<file path="src/rtl/ps2_pkg.sv">
// rtl/ps2_pkg.sv - shared PS/2 definitions for the host transmitter and receiver
//   ps2_state_e : host transmit FSM states
//   FRAME_BITS  : clocks per PS/2 frame (start, 8 data, parity, stop/ack)
//   odd_parity  : parity bit that makes data plus parity an odd count of ones
package ps2_pkg;

   localparam int FRAME_BITS = 11;

   typedef enum logic [2:0] {
      ST_IDLE,
      ST_INHIBIT,
      ST_REQ,
      ST_BITS,
      ST_ACK,
      ST_WAIT_REL,
      ST_DONE
   } ps2_state_e;

   function automatic logic odd_parity(input logic [7:0] data);
      return ~^data;
   endfunction

endpackage

</file>
<file path="src/rtl/ps2_line_filter.sv">
// rtl/ps2_line_filter.sv - PS/2 line synchronizer, stability filter and falling-edge pulse
//   clk_i   : system clock
//   rst_i   : synchronous active-high reset (filtered level resets to 1)
//   line_i  : raw asynchronous pad level
//   level_o : filtered level, changes only after FILTER_LEN stable cycles
//   fall_o  : one-cycle pulse in the first cycle level_o reads 0 after a 1
module ps2_line_filter #(
   parameter int FILTER_LEN = 8
) (
   input  logic clk_i,
   input  logic rst_i,
   input  logic line_i,
   output logic level_o,
   output logic fall_o
);

   localparam int CW = $clog2(FILTER_LEN + 1);
   localparam logic [CW-1:0] CNT_LAST = CW'(FILTER_LEN - 1);

   logic [1:0]    sync_q, sync_d;
   logic          level_q, level_d;
   logic          fall_q, fall_d;
   logic [CW-1:0] cnt_q, cnt_d;

   always_comb begin
      sync_d  = {sync_q[0], line_i};
      level_d = level_q;
      cnt_d   = '0;
      // Any cycle that agrees with the current level restarts the run, so a
      // glitch shorter than FILTER_LEN never moves the filtered level.
      if (sync_q[1] != level_q) begin
         if (cnt_q == CNT_LAST) begin
            level_d = sync_q[1];
         end else begin
            cnt_d = cnt_q + 1'b1;
         end
      end
      fall_d = level_q & ~level_d;
   end

   always_ff @(posedge clk_i) begin
      if (rst_i) begin
         sync_q  <= 2'b11;
         level_q <= 1'b1;
         fall_q  <= 1'b0;
         cnt_q   <= '0;
      end else begin
         sync_q  <= sync_d;
         level_q <= level_d;
         fall_q  <= fall_d;
         cnt_q   <= cnt_d;
      end
   end

   assign level_o = level_q;
   assign fall_o  = fall_q;

endmodule

</file>
<file path="src/rtl/ps2_host_tx.sv">
// rtl/ps2_host_tx.sv - PS/2 host-to-device command byte transmitter
//   clk_i, rst_i            : system clock, synchronous active-high reset
//   tx_data_i, tx_valid_i   : command byte request, accepted with tx_ready_o
//   tx_ready_o              : high only when idle
//   ps2c_i, ps2d_i          : raw PS/2 clock and data pad levels
//   ps2c_oe_o, ps2d_oe_o    : 1 pulls the open-drain line low
//   busy_o                  : transfer in progress
//   done_o, ack_err_o       : frame finished pulse, ack_err_o = no device ACK
//   timeout_o               : watchdog expiry pulse
module ps2_host_tx
   import ps2_pkg::*;
#(
   parameter int CLK_FREQ_HZ = 50_000_000,
   parameter int FILTER_LEN  = 8
) (
   input  logic       clk_i,
   input  logic       rst_i,
   input  logic [7:0] tx_data_i,
   input  logic       tx_valid_i,
   output logic       tx_ready_o,
   input  logic       ps2c_i,
   input  logic       ps2d_i,
   output logic       ps2c_oe_o,
   output logic       ps2d_oe_o,
   output logic       busy_o,
   output logic       done_o,
   output logic       ack_err_o,
   output logic       timeout_o
);

   localparam int INHIBIT_CYC = CLK_FREQ_HZ / 10_000;
   localparam int TIMEOUT_CYC = CLK_FREQ_HZ / 50;
   localparam int INH_W       = $clog2(INHIBIT_CYC + 1);
   localparam int WD_W        = $clog2(TIMEOUT_CYC + 1);
   localparam logic [INH_W-1:0] INH_LAST = INH_W'(INHIBIT_CYC - 1);
   localparam logic [WD_W-1:0]  WD_LAST  = WD_W'(TIMEOUT_CYC - 1);
   // Index of the stop bit within the host-driven part of the frame.
   localparam logic [3:0]       STOP_IDX = 4'(FRAME_BITS - 2);

   logic clk_filt, clk_fall, dat_filt, dat_fall_unused;

   ps2_line_filter #(.FILTER_LEN(FILTER_LEN)) u_clk_filt (
      .clk_i   (clk_i),
      .rst_i   (rst_i),
      .line_i  (ps2c_i),
      .level_o (clk_filt),
      .fall_o  (clk_fall)
   );

   ps2_line_filter #(.FILTER_LEN(FILTER_LEN)) u_dat_filt (
      .clk_i   (clk_i),
      .rst_i   (rst_i),
      .line_i  (ps2d_i),
      .level_o (dat_filt),
      .fall_o  (dat_fall_unused)
   );

   ps2_state_e       state_q, state_d;
   logic [7:0]       data_q, data_d;
   logic             parity_q, parity_d;
   logic [3:0]       bit_idx_q, bit_idx_d;
   logic [INH_W-1:0] inh_cnt_q, inh_cnt_d;
   logic [WD_W-1:0]  wd_cnt_q, wd_cnt_d;
   logic             c_oe_q, c_oe_d;
   logic             d_oe_q, d_oe_d;
   logic             done_q, done_d;
   logic             ack_err_q, ack_err_d;
   logic             timeout_q, timeout_d;
   logic             wd_run;
   logic [9:0]       frame_bits;

   // Bits presented on successive falling edges: d0..d7, parity, stop.
   assign frame_bits = {1'b1, parity_q, data_q};

   always_comb begin
      state_d   = state_q;
      data_d    = data_q;
      parity_d  = parity_q;
      bit_idx_d = bit_idx_q;
      inh_cnt_d = inh_cnt_q;
      wd_cnt_d  = wd_cnt_q;
      c_oe_d    = c_oe_q;
      d_oe_d    = d_oe_q;
      done_d    = 1'b0;
      ack_err_d = ack_err_q;
      timeout_d = 1'b0;
      wd_run    = 1'b0;

      case (state_q)
         ST_IDLE: begin
            if (tx_valid_i) begin
               data_d    = tx_data_i;
               parity_d  = odd_parity(tx_data_i);
               bit_idx_d = '0;
               inh_cnt_d = '0;
               wd_cnt_d  = '0;
               ack_err_d = 1'b0;
               c_oe_d    = 1'b1;
               d_oe_d    = (INH_LAST == '0);
               state_d   = ST_INHIBIT;
            end
         end
         ST_INHIBIT: begin
            if (inh_cnt_q == INH_LAST) begin
               c_oe_d   = 1'b0;
               d_oe_d   = 1'b1;
               wd_cnt_d = '0;
               state_d  = ST_REQ;
            end else begin
               inh_cnt_d = inh_cnt_q + 1'b1;
               // Start bit overlaps the final inhibit cycle.
               d_oe_d    = (inh_cnt_d == INH_LAST);
            end
         end
         ST_REQ: begin
            wd_run = 1'b1;
            if (clk_fall) begin
               d_oe_d    = ~frame_bits[0];
               bit_idx_d = 4'd1;
               state_d   = ST_BITS;
            end
         end
         ST_BITS: begin
            wd_run = 1'b1;
            if (clk_fall) begin
               d_oe_d    = ~frame_bits[bit_idx_q];
               bit_idx_d = bit_idx_q + 4'd1;
               if (bit_idx_q == STOP_IDX) begin
                  state_d = ST_ACK;
               end
            end
         end
         ST_ACK: begin
            wd_run = 1'b1;
            if (clk_fall) begin
               ack_err_d = dat_filt;
               state_d   = ST_WAIT_REL;
            end
         end
         ST_WAIT_REL: begin
            wd_run = 1'b1;
            if (clk_filt && dat_filt) begin
               done_d  = 1'b1;
               state_d = ST_DONE;
            end
         end
         ST_DONE: begin
            state_d = ST_IDLE;
         end
         default: begin
            state_d = ST_IDLE;
            c_oe_d  = 1'b0;
            d_oe_d  = 1'b0;
         end
      endcase

      // Watchdog overrides whatever the state wanted this cycle.
      if (wd_run) begin
         if (wd_cnt_q == WD_LAST) begin
            state_d   = ST_IDLE;
            c_oe_d    = 1'b0;
            d_oe_d    = 1'b0;
            done_d    = 1'b0;
            timeout_d = 1'b1;
         end else begin
            wd_cnt_d = wd_cnt_q + 1'b1;
         end
      end
   end

   always_ff @(posedge clk_i) begin
      if (rst_i) begin
         state_q   <= ST_IDLE;
         data_q    <= '0;
         parity_q  <= 1'b0;
         bit_idx_q <= '0;
         inh_cnt_q <= '0;
         wd_cnt_q  <= '0;
         c_oe_q    <= 1'b0;
         d_oe_q    <= 1'b0;
         done_q    <= 1'b0;
         ack_err_q <= 1'b0;
         timeout_q <= 1'b0;
      end else begin
         state_q   <= state_d;
         data_q    <= data_d;
         parity_q  <= parity_d;
         bit_idx_q <= bit_idx_d;
         inh_cnt_q <= inh_cnt_d;
         wd_cnt_q  <= wd_cnt_d;
         c_oe_q    <= c_oe_d;
         d_oe_q    <= d_oe_d;
         done_q    <= done_d;
         ack_err_q <= ack_err_d;
         timeout_q <= timeout_d;
      end
   end

   assign tx_ready_o = (state_q == ST_IDLE);
   assign busy_o     = (state_q != ST_IDLE);
   assign ps2c_oe_o  = c_oe_q;
   assign ps2d_oe_o  = d_oe_q;
   assign done_o     = done_q;
   assign ack_err_o  = ack_err_q;
   assign timeout_o  = timeout_q;

endmodule

</file>
<file path="config.mk">
export PLATFORM = sky130hd
export DESIGN_NAME = ps2_host_tx
export DESIGN_NICKNAME = d
export VERILOG_FILES = /design/src/rtl/ps2_pkg.sv /design/src/rtl/ps2_line_filter.sv /design/src/rtl/ps2_host_tx.sv
export SDC_FILE = /design/constraint.sdc
export NUM_CORES = 1
export LEC_CHECK = 0
export CELL_PAD_IN_SITES_DETAIL_PLACEMENT = 1
export CELL_PAD_IN_SITES_GLOBAL_PLACEMENT = 1
export CORE_AREA = 2 2 99 101
export DETAILED_ROUTE_END_ITERATION = 16
export DIE_AREA = 0 0 101 103
export PLACE_DENSITY = 0.77
export SYNTH_ARGS = -nofsm -noshare
export SYNTH_HDL_FRONTEND = slang
export SYNTH_SLANG_ARGS = --single-unit
</file>
<file path="constraint.sdc">
create_clock -name clk_i -period 2 [get_ports clk_i]
set_input_delay 0.4 -clock clk_i [delete_from_list [all_inputs] [get_ports clk_i]]
set_output_delay 0.4 -clock clk_i [all_outputs]
set_load 0.005 [all_outputs]
</file>
==> reports/metrics.yaml <==
outcome:
  outcome: "complete, no violations"
grt:
  grt_antenna_before_repair: 0
  grt_max_degree: 40
  first_global_vias: 3249
  grt_pass1_wl_um: 15730
  grt_overflow: 0
  grtUsageTotal: 0.1906
routing:
  wl_per_cell_um: 15.82
  routed_via_density: 5.398
  drc_errors: 0
  firstDrtPassIters: 6
  wl_um: 9097
  drt_iter0_markers: 80
  ant_nets: 0
  num_vias: 3104
critical_path:
  worstSetupStartpointType: "flop"
  crit_fanout: 10
  cp.depth: 2
  path_delay_family: "buffers and inverters"
  cp.arrival_ns: 1.53
  criticalPathCategory: "reg2out"
  slowest_stage: "clkdlybuf4s50_1"
  crit_path_end_kind: "primary output"
  path_cells: "nor3_4, clkdlybuf4s50_1"
  crit_path_max_incr_delay_ns: 0.54
  cp.required_ns: 1.60
  r2r_cells: 8
  path_buf_inv: 1
pwr:
  fin_total_pwr_mw: 2.792
  sequentialPowerShare: 0.505
  switching_share: 0.2418
  ir_worst_vdd_mv: 0.3087
  p_comb_frac: 0.087
  internal_power_mw: 2.117
  p_sw_mw: 0.6749
  power_leakage_nw: 1.549
  p_clk_frac: 0.408
  p_per_area_mw_per_mm2: 646.9
synthesis:
  synth-edff-count: 0
  synth-seq-cells: 69
  netlist_top_cells_area: "dfxtp_1 38%, nor2_1 5.9%, xnor2_1 5.3%, nand2_1 5.1%, a21oi_1 4.8%"
  yosys-top-cells-count: "69 x dfxtp_1, 57 x nor2_1, 49 x nand2_1"
  synthCells: 419
  synth_ff_type: "dfxtp_1"
  postSynthAreaPerCell_um2: 8.657
  yosys.cell_types.count: 64
  ys_async_sr_fraction: 0
  synth_nets: 439
  yosys.cell_count.top_type: "dfxtp_1"
  synth_top_area_share: 0.3808
  yosys.area.top_type: "dfxtp_1"
  syn_area_mm2: 0.003627
  ys_warn_count: 0
  yosysSeqAreaShare: 0.3808
final_layout:
  nFillCells: 1125
  n_antenna_cell: 0
  finish.utilization: 0.4562
  area_growth_pct: 18.97
  drive_gt1_frac: 0.1735
  layout.nets: 476
  fin_area_mm2: 0.004315
floorplanning:
  core_area_mm2: 0.009459
  die_width_um: 101
  pin_count: 20
  rows: 36
  die_area_mm2: 0.01040
  initial_core_util: 0.3835
  die_h_um: 103
placed_design:
  dp_hpwl_um: 6380
  placed_area_mm2: 0.004044
  portBuffers: 19
  gp_congestion: 0.8151
sta:
  fmax_mhz: 518.9
  period_share: 0.9636
  hold_viol: 0
  rsz0062_at_grt: "true"
  fin_crit_ns: 1.927
  slew_headroom: 0.6871
  tns_ns: 0
  drv_slew: 0
  skew_ns: 0.01093
  setup_viol: 0
  worstMarginPinSlew_ns: 0.4694
  whs_ns: 0.4133
clock_network:
  clk_latency_ns: 0.34
  cts_hold_buf: 0
  cts_tree: "built"
  root_buffer: "clkbuf_8"
  clk_pin_slew_ns: 0.07
  numCtsBuffers: 9
  h-tree-depth: 3
  clockBufferDepth: 2
  clock-sinks: 69
min_path:
  hold_class: "reg2reg"
  holdPathStages: 1
flow_run:
  drv_cap: 0
==> cell type report <==
type | count | area, µm² | area share
clock inverter | 4 | 47.55 | 0.01102
timing repair buffer | 42 | 387.9 | 0.08988
clock buffer | 12 | 145.1 | 0.03363
sequential | 69 | 1394 | 0.3230
multi-input combinational | 327 | 2172 | 0.5033
inverter | 7 | 26.28 | 0.006089
tap | 114 | 142.6 | 0.03305
==> worst register-to-register path, cell delays in order, from the launching register on <==
cell and delay (ns):
dfxtp_1 0.35, ha_2 0.25, nand3_2 0.16, nor3_2 0.16, buf_4 0.16, xnor2_1 0.12, o2111ai_1 0.15, nor4_2 0.34
o21a_1 0.15
==> cell usage in the layout, fill, tap and decap left out, drive strengths merged, types with 3 or more instances in the layout <==
| master | n |
|---|---|
| a211oi | 6 |
| a21oi | 36 |
| a31oi | 4 |
| and2 | 3 |
| and3 | 10 |
| and4 | 3 |
| buf | 23 |
| clkbuf | 12 |
| clkdlybuf4s50 | 19 |
| dfxtp | 69 |
| ha | 7 |
| inv | 7 |
| mux2i | 5 |
| nand2 | 50 |
| nand2b | 3 |
| nand3 | 18 |
| nand3b | 4 |
| nand4 | 10 |
| nor2 | 58 |
| nor2b | 3 |
| nor3 | 8 |
| nor3b | 5 |
| nor4 | 4 |
| o211ai | 3 |
| o21ai | 14 |
| o22ai | 3 |
| or2 | 5 |
| or3 | 4 |
| or4 | 3 |
| xnor2 | 22 |
| xor2 | 12 |
==> repair_timing <==
item                       CTS  global route
setup endpoints to repair    3            10
pin swaps                    2             3
setup buffers                0             2
resized for setup            7            11
==> final timing paths <==
kind	to	from	slack, ns
min reg2reg	u_clk_filt.sync_q[1]	u_clk_filt.sync_q[0]	0.41
max	tx_ready_o	state_q[1]	0.07
min	u_clk_filt.sync_q[1]	u_clk_filt.sync_q[0]	0.41
max reg2reg	ps2d_oe_o	inh_cnt_q[0]	0.12
==> per-layer routing <==
metal,share of wire,vias to the layer above,global-route usage
li1,-,1560,-
met1,0.46,1515,0.2307
met2,0.51,25,0.3441
met3,0.020,4,0.04475
met4,0.0058,0,0.04366
met5,0,-,0
==> sequential cells by signal, indices dropped and copies added, names as in the netlist <==
| signal | flops |
|---|---|
| ack_err_o | 1 |
| u_dat_filt.level_o | 1 |
| u_dat_filt.cnt_q | 4 |
| done_o | 1 |
| data_q | 8 |
| parity_q | 1 |
| ps2d_oe_o | 1 |
| u_clk_filt.level_o | 1 |
| wd_cnt_q | 20 |
| ps2c_oe_o | 1 |
| bit_idx_q | 4 |
| state_q | 3 |
| u_clk_filt.sync_q | 2 |
| u_clk_filt.cnt_q | 4 |
| inh_cnt_q | 13 |
| u_clk_filt.fall_o | 1 |
| timeout_o | 1 |
| u_dat_filt.sync_q | 2 |
==> power groups by stage <==
stage,clock (mW),sequential [mW],combinational (mW)
floorplan,0,1.44,0.136
global placement,0,1.44,0.236
detailed placement,0,1.44,0.242
CTS,1.17,1.41,0.244
global route,1.24,1.41,0.269
finish,1.14,1.41,0.242
==> kinds of logic (layout without fill, tap and decap cells) <==
family / Yosys count / in the layout / synth area share
buffers and inverters: 23 / 65 / 0.03449
flip-flops: 69 / 69 / 0.3808
AO/OA/AOI/OAI: 78 / 78 / 0.1407
adder cells (fa/ha/maj): 8 / 8 / 0.02690
AND/OR/NAND/NOR: 200 / 200 / 0.3087
multiplexers: 7 / 7 / 0.02622
XOR/XNOR: 34 / 34 / 0.08210
==> through the flow <==
| stage | setup WS (ns) | cells |
|---|---|---|
| global placement | 0.05179 | 557 |
| detailed placement | -0.08982 | 557 |
| floorplan | 0.1401 | 419 |
| CTS | 0.01486 | 573 |
| global route | -0.003001 | 575 |
| finish | 0.07280 | 575 |
Power figures use the tool's default switching activity.
